$ cat config.mk
export PLATFORM = sky130hd
export DESIGN_NAME = but_conditioner
export DESIGN_NICKNAME = d
export VERILOG_FILES = /design/src/rtl/but_pkg.sv /design/src/rtl/but_debounce_chan.sv /design/src/rtl/but_conditioner.sv
export SDC_FILE = /design/constraint.sdc
export NUM_CORES = 1
export LEC_CHECK = 0
export ABC_AREA = 1
export CAP_MARGIN = 20
export CORE_ASPECT_RATIO = 0.5
export CORE_MARGIN = 2
export CORE_UTILIZATION = 50
export CTS_CLUSTER_SIZE = 12
export DETAILED_ROUTE_END_ITERATION = 16
export PLACE_DENSITY = 0.7
export SLEW_MARGIN = 20
export SYNTH_ARGS = -nofsm -noshare
export SYNTH_HDL_FRONTEND = slang
export SYNTH_SLANG_ARGS = --single-unit
$ cat constraint.sdc
create_clock -name clk -period 1.84 [get_ports clk]
set_input_delay 0.368 -clock clk [delete_from_list [all_inputs] [get_ports clk]]
set_output_delay 0.368 -clock clk [all_outputs]
set_load 0.005 [all_outputs]
$ cat src/rtl/but_pkg.sv
// Shared definitions for the push-button conditioner: per-button FSM encoding,
// default timing constants for the 12 MHz board clock and a counter-width helper.
package but_pkg;

    typedef enum logic [1:0] {
        ST_RELEASED     = 2'd0,
        ST_PRESS_PEND   = 2'd1,
        ST_HELD         = 2'd2,
        ST_RELEASE_PEND = 2'd3
    } but_state_t;

    localparam int BUT_DEBOUNCE_CYCLES_DFLT = 240000;   // 20 ms at 12 MHz
    localparam int BUT_REPEAT_DELAY_DFLT    = 6000000;  // 500 ms at 12 MHz
    localparam int BUT_REPEAT_PERIOD_DFLT   = 1200000;  // 100 ms at 12 MHz

    // Width of a counter holding 0..n-1, never narrower than one bit.
    function automatic int cnt_width(input int n);
        return (n < 2) ? 1 : $clog2(n);
    endfunction

endpackage

$ cat src/rtl/but_debounce_chan.sv
// One button channel: 2-flop synchronizer, polarity fold, stability counter,
// four-state FSM and registered press/release strobes.
// Optional autorepeat timer is built only when BUT_AUTOREPEAT_EN is defined;
// otherwise rpt is tied low.
//
// state           | meaning
// ST_RELEASED     | level 0, sample agrees with level
// ST_PRESS_PEND   | level 0, counting consecutive pressed samples
// ST_HELD         | level 1, sample agrees with level (repeat timer runs)
// ST_RELEASE_PEND | level 1, counting consecutive released samples
module but_debounce_chan
    import but_pkg::*;
#(
    parameter int DEBOUNCE_CYCLES = BUT_DEBOUNCE_CYCLES_DFLT,
    parameter bit ACTIVE_LOW      = 1'b1,
    parameter int REPEAT_DELAY    = BUT_REPEAT_DELAY_DFLT,
    parameter int REPEAT_PERIOD   = BUT_REPEAT_PERIOD_DFLT
) (
    input  logic clk,
    input  logic rstn,
    input  logic but,
    output logic level,
    output logic press,
    output logic rel,
    output logic rpt
);

    localparam int CW = cnt_width(DEBOUNCE_CYCLES);
    localparam logic [CW-1:0] CNT_LAST = CW'(DEBOUNCE_CYCLES - 1);

    logic          sync_a, sync_b;
    logic          sample;
    logic          differs;
    logic          done;
    but_state_t    state, state_nxt;
    logic [CW-1:0] cnt, cnt_nxt;
    logic          press_q, rel_q;
    logic          press_nxt, rel_nxt;

    // Synchronizer resets to the released pin value so reset never looks like a press.
    always_ff @(posedge clk or negedge rstn) begin
        if (!rstn) begin
            sync_a <= ACTIVE_LOW;
            sync_b <= ACTIVE_LOW;
        end else begin
            sync_a <= but;
            sync_b <= sync_a;
        end
    end

    assign sample  = sync_b ^ ACTIVE_LOW;
    assign differs = sample ^ state[1];
    assign done    = differs && (cnt == CNT_LAST);

    // State register: FSM, stability counter and registered strobes.
    always_ff @(posedge clk or negedge rstn) begin
        if (!rstn) begin
            state   <= ST_RELEASED;
            cnt     <= '0;
            press_q <= 1'b0;
            rel_q   <= 1'b0;
        end else begin
            state   <= state_nxt;
            cnt     <= cnt_nxt;
            press_q <= press_nxt;
            rel_q   <= rel_nxt;
        end
    end

    // Next state: any sample agreeing with the level drops the pending count.
    always_comb begin
        state_nxt = state;
        cnt_nxt   = (!differs || done) ? '0 : cnt + 1'b1;
        case (state)
            ST_RELEASED:     if (differs) state_nxt = ST_PRESS_PEND;
            ST_PRESS_PEND:   if (!differs) state_nxt = ST_RELEASED;
                             else if (done) state_nxt = ST_HELD;
            ST_HELD:         if (differs) state_nxt = ST_RELEASE_PEND;
            ST_RELEASE_PEND: if (!differs) state_nxt = ST_HELD;
                             else if (done) state_nxt = ST_RELEASED;
            default:         state_nxt = ST_RELEASED;
        endcase
    end

    // Output decode: strobes fire on the edge where the level flips.
    always_comb begin
        press_nxt = (state == ST_PRESS_PEND)   && (state_nxt == ST_HELD);
        rel_nxt   = (state == ST_RELEASE_PEND) && (state_nxt == ST_RELEASED);
    end

    assign level = state[1];
    assign press = press_q;
    assign rel   = rel_q;

`ifdef BUT_AUTOREPEAT_EN
    localparam int RPT_MAX = (REPEAT_DELAY > REPEAT_PERIOD) ? REPEAT_DELAY : REPEAT_PERIOD;
    localparam int RW = cnt_width(RPT_MAX);
    localparam logic [RW-1:0] RPT_FIRST = RW'(REPEAT_DELAY - 1);
    localparam logic [RW-1:0] RPT_NEXT  = RW'(REPEAT_PERIOD - 1);

    logic [RW-1:0] rpt_cnt, rpt_cnt_nxt;
    logic          rpt_q, rpt_nxt;

    // Repeat timer: down-counter loaded on entry to HELD, reloaded at each repeat,
    // held at zero whenever the button is not in HELD.
    always_comb begin
        rpt_cnt_nxt = '0;
        if (state_nxt == ST_HELD) begin
            if (state == ST_PRESS_PEND)
                rpt_cnt_nxt = RPT_FIRST;
            else if (state == ST_RELEASE_PEND)
                rpt_cnt_nxt = RPT_NEXT;
            else if (rpt_cnt == '0)
                rpt_cnt_nxt = RPT_NEXT;
            else
                rpt_cnt_nxt = rpt_cnt - 1'b1;
        end
        rpt_nxt = (state == ST_HELD) && (rpt_cnt == '0);
    end

    // Repeat timer and strobe registers.
    always_ff @(posedge clk or negedge rstn) begin
        if (!rstn) begin
            rpt_cnt <= '0;
            rpt_q   <= 1'b0;
        end else begin
            rpt_cnt <= rpt_cnt_nxt;
            rpt_q   <= rpt_nxt;
        end
    end

    assign rpt = rpt_q;
`else
    // Repeat timing has no effect in this build; the parameters remain for a uniform interface.
    if (REPEAT_DELAY < 1 || REPEAT_PERIOD < 1) begin : g_rpt_unused
    end

    assign rpt = 1'b0;
`endif

endmodule

$ cat src/rtl/but_conditioner.sv
// Push-button conditioner top: N independent debounce channels.
// Define BUT_AUTOREPEAT_EN to build the autorepeat timers; without it
// but_repeat is constant 0.
module but_conditioner
    import but_pkg::*;
#(
    parameter int N               = 2,
    parameter int DEBOUNCE_CYCLES = BUT_DEBOUNCE_CYCLES_DFLT,
    parameter bit ACTIVE_LOW      = 1'b1,
    parameter int REPEAT_DELAY    = BUT_REPEAT_DELAY_DFLT,
    parameter int REPEAT_PERIOD   = BUT_REPEAT_PERIOD_DFLT
) (
    input  logic         clk,
    input  logic         rstn,
    input  logic [N-1:0] but,
    output logic [N-1:0] but_level,
    output logic [N-1:0] but_press,
    output logic [N-1:0] but_release,
    output logic [N-1:0] but_repeat
);

    for (genvar i = 0; i < N; i++) begin : g_chan
        but_debounce_chan #(
            .DEBOUNCE_CYCLES (DEBOUNCE_CYCLES),
            .ACTIVE_LOW      (ACTIVE_LOW),
            .REPEAT_DELAY    (REPEAT_DELAY),
            .REPEAT_PERIOD   (REPEAT_PERIOD)
        ) u_chan (
            .clk   (clk),
            .rstn  (rstn),
            .but   (but[i]),
            .level (but_level[i]),
            .press (but_press[i]),
            .rel   (but_release[i]),
            .rpt   (but_repeat[i])
        );
    end

endmodule

# --- Word level (Yosys, flattened, before mapping) ---
# Index checks and enable logic that the tools add are counted.
word_totals:
  latchBits: 0
  romBits: 0
  out_inout_bits: 8
  ramBits: 0
  wordCells: 58
  inputBits: 4
  mem_count: 0
  ff_bits: 48
classes:
  muxes: 16
  add_sub_neg: 2
  magnitude_cmp: 0
  shift: 0
  n_bitwise: 4
  n_reduce_logical: 14
  div_mod_pow: 0
  n_eq_ne: 10
  mul: 0
op_table:
  columns: ["op", "count"]
  rows:
  - ["$add 18x1->18 const B", 2]
  - ["$eq 18x18->1 const B", 2]
  - ["$mux 18", 2]
  - ["$mux 2", 12]
  - ["$pmux 2 s4", 2]
  - ["$eq 2x2->1 const B", 6]
  - ["$logic_not 2->1", 4]
  - ["$logic_and 1x1->1", 6]
  - ["$eq 2x1->1 const B", 2]
  - ["$logic_not 1->1", 2]
  - ["$logic_or 1x1->1", 2]
  - ["$not 1->1", 2]
  - ["$xor 1x1->1", 2]

# --- Longest topological paths before layout ---
# Gate-level depths: netlist of the first run.
depth:
  ltp_word: 8
  ltp_mapped: 9
  depth_no_buf: 9

# --- Cells and area by module ---
# From an unflattened synthesis of the first run, not the netlist that was laid out.
unflattened:
  hier_cells: 346
  area_unflattened_um2: 2575.0
by_module_without_submodules:
  columns: ["module", "area_per_inst_um2", "cells_per_inst", "instances"]
  rows:
  - ["but_debounce_chan", 1287.5, 173, 2]

# --- Least setup slack after synthesis of the first run ---
# Ideal clock, no wire load.
synth_path:
  path_type: "register to register"
  from: "register g_chan[1].u_chan.cnt[0]"
  to: "register g_chan[1].u_chan.cnt[2]"
  slack_ns: 0.419
  setup_time_ns: 0.120
  arrival_time_ns: 1.301
  synth_period_minus_slack_ns: 1.421
  path_stages_with_launch: 8
  cell_sequence: "dfrtp_1 -> ha_1 -> nand3_1 -> inv_1 -> nand3_2 -> o21ai_4 -> buf_6 -> nor2_1"
synth_between:
  elab_chain_len: 4
  word_cells_on_any_way: 5
synth_rtl:
  columns: ["element", "line_no", "text"]
  rows:
  - ["start, declared", "but_debounce_chan.sv:36", "logic [CW-1:0] cnt, cnt_nxt;"]
  - ["start signal, assigned", "but_debounce_chan.sv:64", "cnt <= cnt_nxt;"]
  - ["branches (longest 3 deep; another with $add 18x1->18)", null, null]
  - ["$mux 18 (*)", "but_debounce_chan.sv:73", "cnt_nxt = (!differs || done) ? '0 : cnt + 1'b1;"]
  - ["named net g_chan[1].u_chan.cnt_nxt[2]", "but_debounce_chan.sv:36", null]
# Mark *: on every way through the listed nets, which the timed path passes.

# --- Final worst setup path of the first run ---
layout_path:
  from: "register g_chan[1].u_chan.cnt[0]"
  to: "register g_chan[1].u_chan.cnt[14]"
# The elaborated chain is that of the path after synthesis.

==> metrics.cfg, run 1 <==
[setup_path]
r2r-start = g_chan[1].u_chan.cnt[0]
r2r_slack_ns = 0.21
worstPathArrival_ns = 1.81
critPathKind = reg -> reg
startpoint_type = register
crit_required_ns = 2.02
ff2ff_path_depth = 6
worstPathMaxFanout = 17
endpoint_kind = register
reg2reg_to = g_chan[1].u_chan.cnt[14]

[floorplan]
start_util_pct = 52.2
coreArea_mm2 = 0.00495
design.portCount = 12
die_w_um = 106
die_y_um = 54.9
rows = 18
die_area_mm2 = 0.00580

[power]
power_leakage_nw = 1.24
power_density_mw_per_mm2 = 698
power_w = 0.00198
max-vdd-ir-drop_uv = 360

[final_layout]
drive_above_1_share_pct = 7.14
nets = 357
areaGrowthSynthToFinish_pct = 9.76
mostFrequentLayoutCell = nand2_1
layout_common_cells = 80 x nand2_1, 77 x nor2_1, 44 x dfrtp_1
antenna_cells = 0

[routing]
drt_iter0_markers = 61
wire_per_inst_um = 11.7
wirelength_um = 4900
drcViolationCount = 0
ant_nets = 0
vias = 2020
vias_per_cell = 4.81
drtPass1Iterations = 4

[clock_tree]
postCtsSetupBuffers = 0
clockBufferDepth = 2
clock_sinks = 48
clk_pin_slew_worst_paths_ns = 0.09
cts_root_buf = clkbuf_8
cts_hold_buf = 1
cts_resized = 0
cts_buffers = 5
htree_levels = 2
clk_latency_ns = 0.30
tritoncts = done

[flow_run]
drv_cap = 0

[sta]
slew_viol_final = 0
worst_clock_skew_ns = 0.00560
tns_ns = 0
rsz0062_at_grt = false
layout_worst_path_cycle_share_pct = 88.8
clock.fmax_mhz = 612
fin_crit_ns = 1.63
fin_ws_ns = 0.206
hold_ws_ns = 0.360
setup_viol = 0
hold_viol = 0

[hold_path]
holdPathEnd = g_chan[0].u_chan.sync_b
whs_path_depth = 0
min_from = g_chan[0].u_chan.sync_a
min_path_type = reg -> reg

[placed_design]
gp_congestion = 0.974
place_ws_ns = 0.191
io_buffers = 9
place_hpwl_um = 3670

[synthesis]
syn_inst = 339
synth-seq-area-share_pct = 46.6
synth_seq_cells = 48
syn_area_per_cell_um2 = 7.64
netlist_area_mm2 = 0.00259
yosys_warnings = 0
synth.distinct_cells = 24

[run_status]
status = finished clean

[grt]
grt_pass1_wl_um = 8280
grt-ovfl-total = 0
first_global_vias = 1847
antenna_found_initial = 0
grt_max_degree = 22
globalRouteTotalUtil_pct = 18.9

worst max-delay path by stage:
stage,startpoint,endpoint,slack [ns],cells after the start
final,g_chan[1].u_chan.cnt[0],g_chan[1].u_chan.cnt[14],0.21,6
after global routing,g_chan[0].u_chan.cnt[0],g_chan[0].u_chan.press,0.04,7
after CTS,g_chan[1].u_chan.cnt[0],g_chan[1].u_chan.cnt[14],0.17,6
after detailed placement,g_chan[1].u_chan.cnt[0],g_chan[1].u_chan.cnt[14],0.19,6
after global placement,g_chan[0].u_chan.cnt[0],g_chan[0].u_chan.press,0.24,7
after floorplan,g_chan[1].u_chan.cnt[0],g_chan[1].u_chan.cnt[2],0.42,7
routing by layer:
metal,track usage (%),wire length (um)
met2,31.6,2300
met4,8.33,63
met1,24.3,2400
met3,4.29,141
met5,0,0
cell type report:
| class | count | area (um^2) |
|---|---|---|
| clock inverter | 2 | 38.8 |
| multi-input combinational | 239 | 1140 |
| tap | 70 | 87.6 |
| timing repair buffer | 12 | 123 |
| fill | 472 | 2110 |
| clock buffer | 6 | 82.6 |
| inverter | 43 | 161 |
| sequential | 48 | 1210 |
logic make-up (layout without fill, tap and decap cells):
kind of cell | count (synthesis) | after routing | synth area share, %
compound gates | 11 | 11 | 2.66
xor+xnor | 18 | 18 | 6.09
fa+ha+maj | 4 | 4 | 1.93
buf+inv | 53 | 63 | 9.42
flops | 48 | 48 | 46.6
other cells | 1 | 2 | 0.145
simple gates | 204 | 204 | 33.2
state kept, by name, summed over array words and instances (netlist names):
| register | flops |
|---|---|
| g_chan.u_chan.cnt | 36 |
| g_chan.u_chan.sync_a | 2 |
| g_chan.u_chan.press | 2 |
| g_chan.u_chan.rel | 2 |
| g_chan.u_chan.state | 4 |
| g_chan.u_chan.sync_b | 2 |
cell usage after synthesis:
| cell | instances | area [um^2] |
|---|---|---|
| dfrtp_1 | 44 | 1100 |
| o21ai_4 | 1 | 16.3 |
| conb_1 | 1 | 3.75 |
| a21oi_1 | 6 | 30.0 |
| xor2_1 | 12 | 105 |
| nor2_4 | 1 | 11.3 |
| nand3_2 | 1 | 10.0 |
| nor2_1 | 77 | 289 |
| nand4_1 | 6 | 37.5 |
| nand3b_1 | 1 | 7.51 |
| o21ai_0 | 3 | 15.0 |
| dfstp_2 | 4 | 105 |
| buf_4 | 8 | 60.1 |
| inv_1 | 43 | 161 |
| nor3_2 | 1 | 10.0 |
| o21bai_1 | 1 | 7.51 |
| nor2_2 | 3 | 18.8 |
| nand2_1 | 80 | 300 |
| buf_6 | 2 | 22.5 |
| xnor2_1 | 6 | 52.6 |
| nand3_1 | 21 | 105 |
| nor3_1 | 10 | 50.1 |
| nand2_2 | 3 | 18.8 |
| ha_1 | 4 | 50.1 |
worst max-delay path, cell delays in order, from the launching register on:
cell     delay, ns
dfrtp_1       0.42
ha_1          0.20
nand3_1       0.14
inv_1         0.13
nand3_2       0.11
o21ai_4       0.39
nor2_1        0.11
where the power goes:
group          internal [W]  switching [W]  leakage, nW  total (W)
registers           0.00107      0.0000127        0.647    0.00109
logic             0.0000273      0.0000532        0.535  0.0000805
clock network      0.000445       0.000371       0.0614   0.000815
through the flow:
| stage | std cells | cell area [um^2] | utilization (%) |
|---|---|---|---|
| floorplan | 340 | 2590 | - |
| global placement | 411 | 2710 | 54.7 |
| detailed placement | 411 | 2710 | 54.7 |
| CTS | 420 | 2840 | 57.3 |
| global route | 420 | 2840 | 57.3 |
| finish | 420 | 2840 | 57.3 |
No activity file was read; power rests on OpenSTA's default activity.
==> run 2: changes to the inputs <==
Settings changed: CORE_UTILIZATION 50 to 49, PLACE_DENSITY 0.7 to 0.69.
==> metrics.cfg, run 2 (synthesized netlist as in run 1, its figures left out) <==
[final_layout]
regMostFlops = g_chan.u_chan.cnt
largest_register_ffs = 36  ; unchanged
drive_above_1_share_pct = 6.86  ; -0.29 points
design_area_mm2 = 0.00282  ; -0.62%
utilization_pct = 56.5  ; -0.87 points
mostFrequentLayoutCell = nand2_1
areaGrowthSynthToFinish_pct = 9.09
nFillCells = 475  ; +0.64%
top_regs = g_chan.u_chan.cnt (36), g_chan.u_chan.state (4)
nets = 357  ; unchanged
layout_common_cells = 80 x nand2_1, 77 x nor2_1, 44 x dfrtp_1
antenna_cells = 0  ; unchanged

[grt]
grt_pass1_wl_um = 8600  ; +3.9%
first_global_vias = 2005  ; +8.6%
antenna_found_initial = 0  ; unchanged
use_met3_pct = 4.60  ; +0.32 points
grt-ovfl-total = 0  ; unchanged
globalRouteTotalUtil_pct = 18.1  ; -0.70 points
grt.busiest_layer = met2
grt_max_degree = 23  ; +4.5%
grtUsageMet2_pct = 29.8  ; -1.8 points
use_met1_pct = 23.5  ; -0.82 points

[floorplan]
design.portCount = 12  ; unchanged
die_area_mm2 = 0.00592  ; +1.9%
start_util_pct = 51.8  ; -0.47 points
die_y_um = 55.4  ; +0.94%
die_w_um = 107  ; +0.97%
coreArea_mm2 = 0.00500  ; +0.91%
rows = 18  ; unchanged

[placed_design]
place_area_mm2 = 0.00271  ; unchanged
io_buffers = 9  ; unchanged
place_hpwl_um = 3640  ; -0.75%
place_ws_ns = 0.160  ; -0.0306 ns
gp_congestion = 0.965  ; -0.89%

[routing]
vias_per_cell = 4.90  ; +2.0%
drcViolationCount = 0  ; unchanged
wire_per_inst_um = 11.4  ; -2.2%
vias = 2060  ; +2.0%
ant_nets = 0  ; unchanged
drtPass1Iterations = 4  ; unchanged
wirelength_um = 4800  ; -2.2%
drt_iter0_markers = 67  ; +9.8%

[setup_path]
slowest_stage = dfrtp_1
worstPathMaxFanout = 17  ; unchanged
startpoint_type = register
worstPathBufferInverterCount = 1  ; unchanged
crit_required_ns = 2.02  ; about the same
crit_path_cell_trace = ha_1, nand3_1, inv_1, nand3_2, o21ai_4, nor2_1
endpoint_kind = register
max_stage_delay_ns = 0.42  ; about the same
cpLargestDelayFamily = flip-flops
critPathKind = reg -> reg
worstPathArrival_ns = 1.80  ; about the same

[sta]
slew_viol_final = 0  ; unchanged
worst_clock_skew_ns = 0.00514  ; -0.000452 ns
rsz0062_at_grt = false
clock.fmax_mhz = 618  ; +1.0%
tns_ns = 0  ; unchanged
fin_crit_ns = 1.62  ; -0.0169 ns
fin_ws_ns = 0.223  ; +0.0169 ns
hold_viol = 0  ; unchanged
layout_worst_path_cycle_share_pct = 87.9  ; -0.92 points
setup_viol = 0  ; unchanged

[power]
max-vdd-ir-drop_uv = 313  ; -13%
power_density_mw_per_mm2 = 648  ; -7.1%
power_leakage_nw = 1.23  ; -1.3%

[clock_tree]
cts_root_buf = clkbuf_8
clk_latency_ns = 0.30  ; about the same
clk_pin_slew_worst_paths_ns = 0.09  ; about the same
clock_sinks = 48  ; unchanged
cts_buffers = 5  ; unchanged
tritoncts = done
htree_levels = 2  ; unchanged
clockBufferDepth = 2  ; unchanged

[hold_path]
min_path_type = reg -> reg

[run_status]
status = finished clean

[flow_run]
drv_cap = 0  ; unchanged

-- run 2: through the flow --
stage	hold slack [ns]	cells	total power (W)
2_1_floorplan	0.0724	340	0.00115
3_3_place_gp	0.274	411	0.00119
3_5_place_dp	0.285	411	0.00119
4_1_cts	0.360	420	0.00186
5_1_grt	0.368	420	0.00192
6_report	0.358	420	0.00183
-- run 2: path summary, 6_finish.rpt --
| path | start | endpoint | slack, ns | depth (start not counted) |
|---|---|---|---|---|
| setup / recovery | g_chan[1].u_chan.cnt[0] | g_chan[1].u_chan.cnt[17] | 0.22 | 6 |
| hold / removal | g_chan[1].u_chan.sync_a | g_chan[1].u_chan.sync_b | 0.36 | 0 |
| setup reg to reg | g_chan[1].u_chan.cnt[0] | g_chan[1].u_chan.cnt[17] | 0.22 | 6 |
| hold reg to reg | g_chan[1].u_chan.sync_a | g_chan[1].u_chan.sync_b | 0.36 | 0 |
| max in group asynchronous | rstn | g_chan[0].u_chan.sync_a | 0.74 | 3 |
| min in group asynchronous | rstn | g_chan[0].u_chan.cnt[0] | 0.52 | 2 |
-- run 2: area by class of cell --
class                   count  area [um^2]  area share (%)
repair buffers             12          123            4.34
clock buffers               7         86.3            3.06
inverters                  43          161            5.72
flip-flops and latches     48         1210            42.7
multi-input cells         239         1150            40.8
well taps                  70         87.6            3.10
clock inverters             1         7.51           0.266
-- run 2: per-layer routing --
metal / part of all wire (%) / up-vias
met4: 1.5 / 0
met5: 0 / -
li1: - / 1051
met1: 49 / 971
met3: 3.7 / 8
met2: 46 / 30
-- run 2: worst reg2reg max path, stage by stage (launching register included) --
cell     delay [ns]
dfrtp_1        0.42
ha_1           0.20
nand3_1        0.14
inv_1          0.13
nand3_2        0.12
o21ai_4        0.38
nor2_1         0.10
-- run 2: power breakdown --
part           switching [W]  internal (W)  leakage, nW
combinational      0.0000539     0.0000279        0.536
clock               0.000356      0.000306       0.0445
sequential         0.0000128       0.00107        0.647
-- run 2: timing repair --
item | 4_1_cts | 5_1_grt
hold buffers | 1 | 0
setup buffers | 0 | 0
resized for setup | 0 | 2
hold endpoints to repair | 9 | 0
endpoints found under the setup margin | 0 | 6
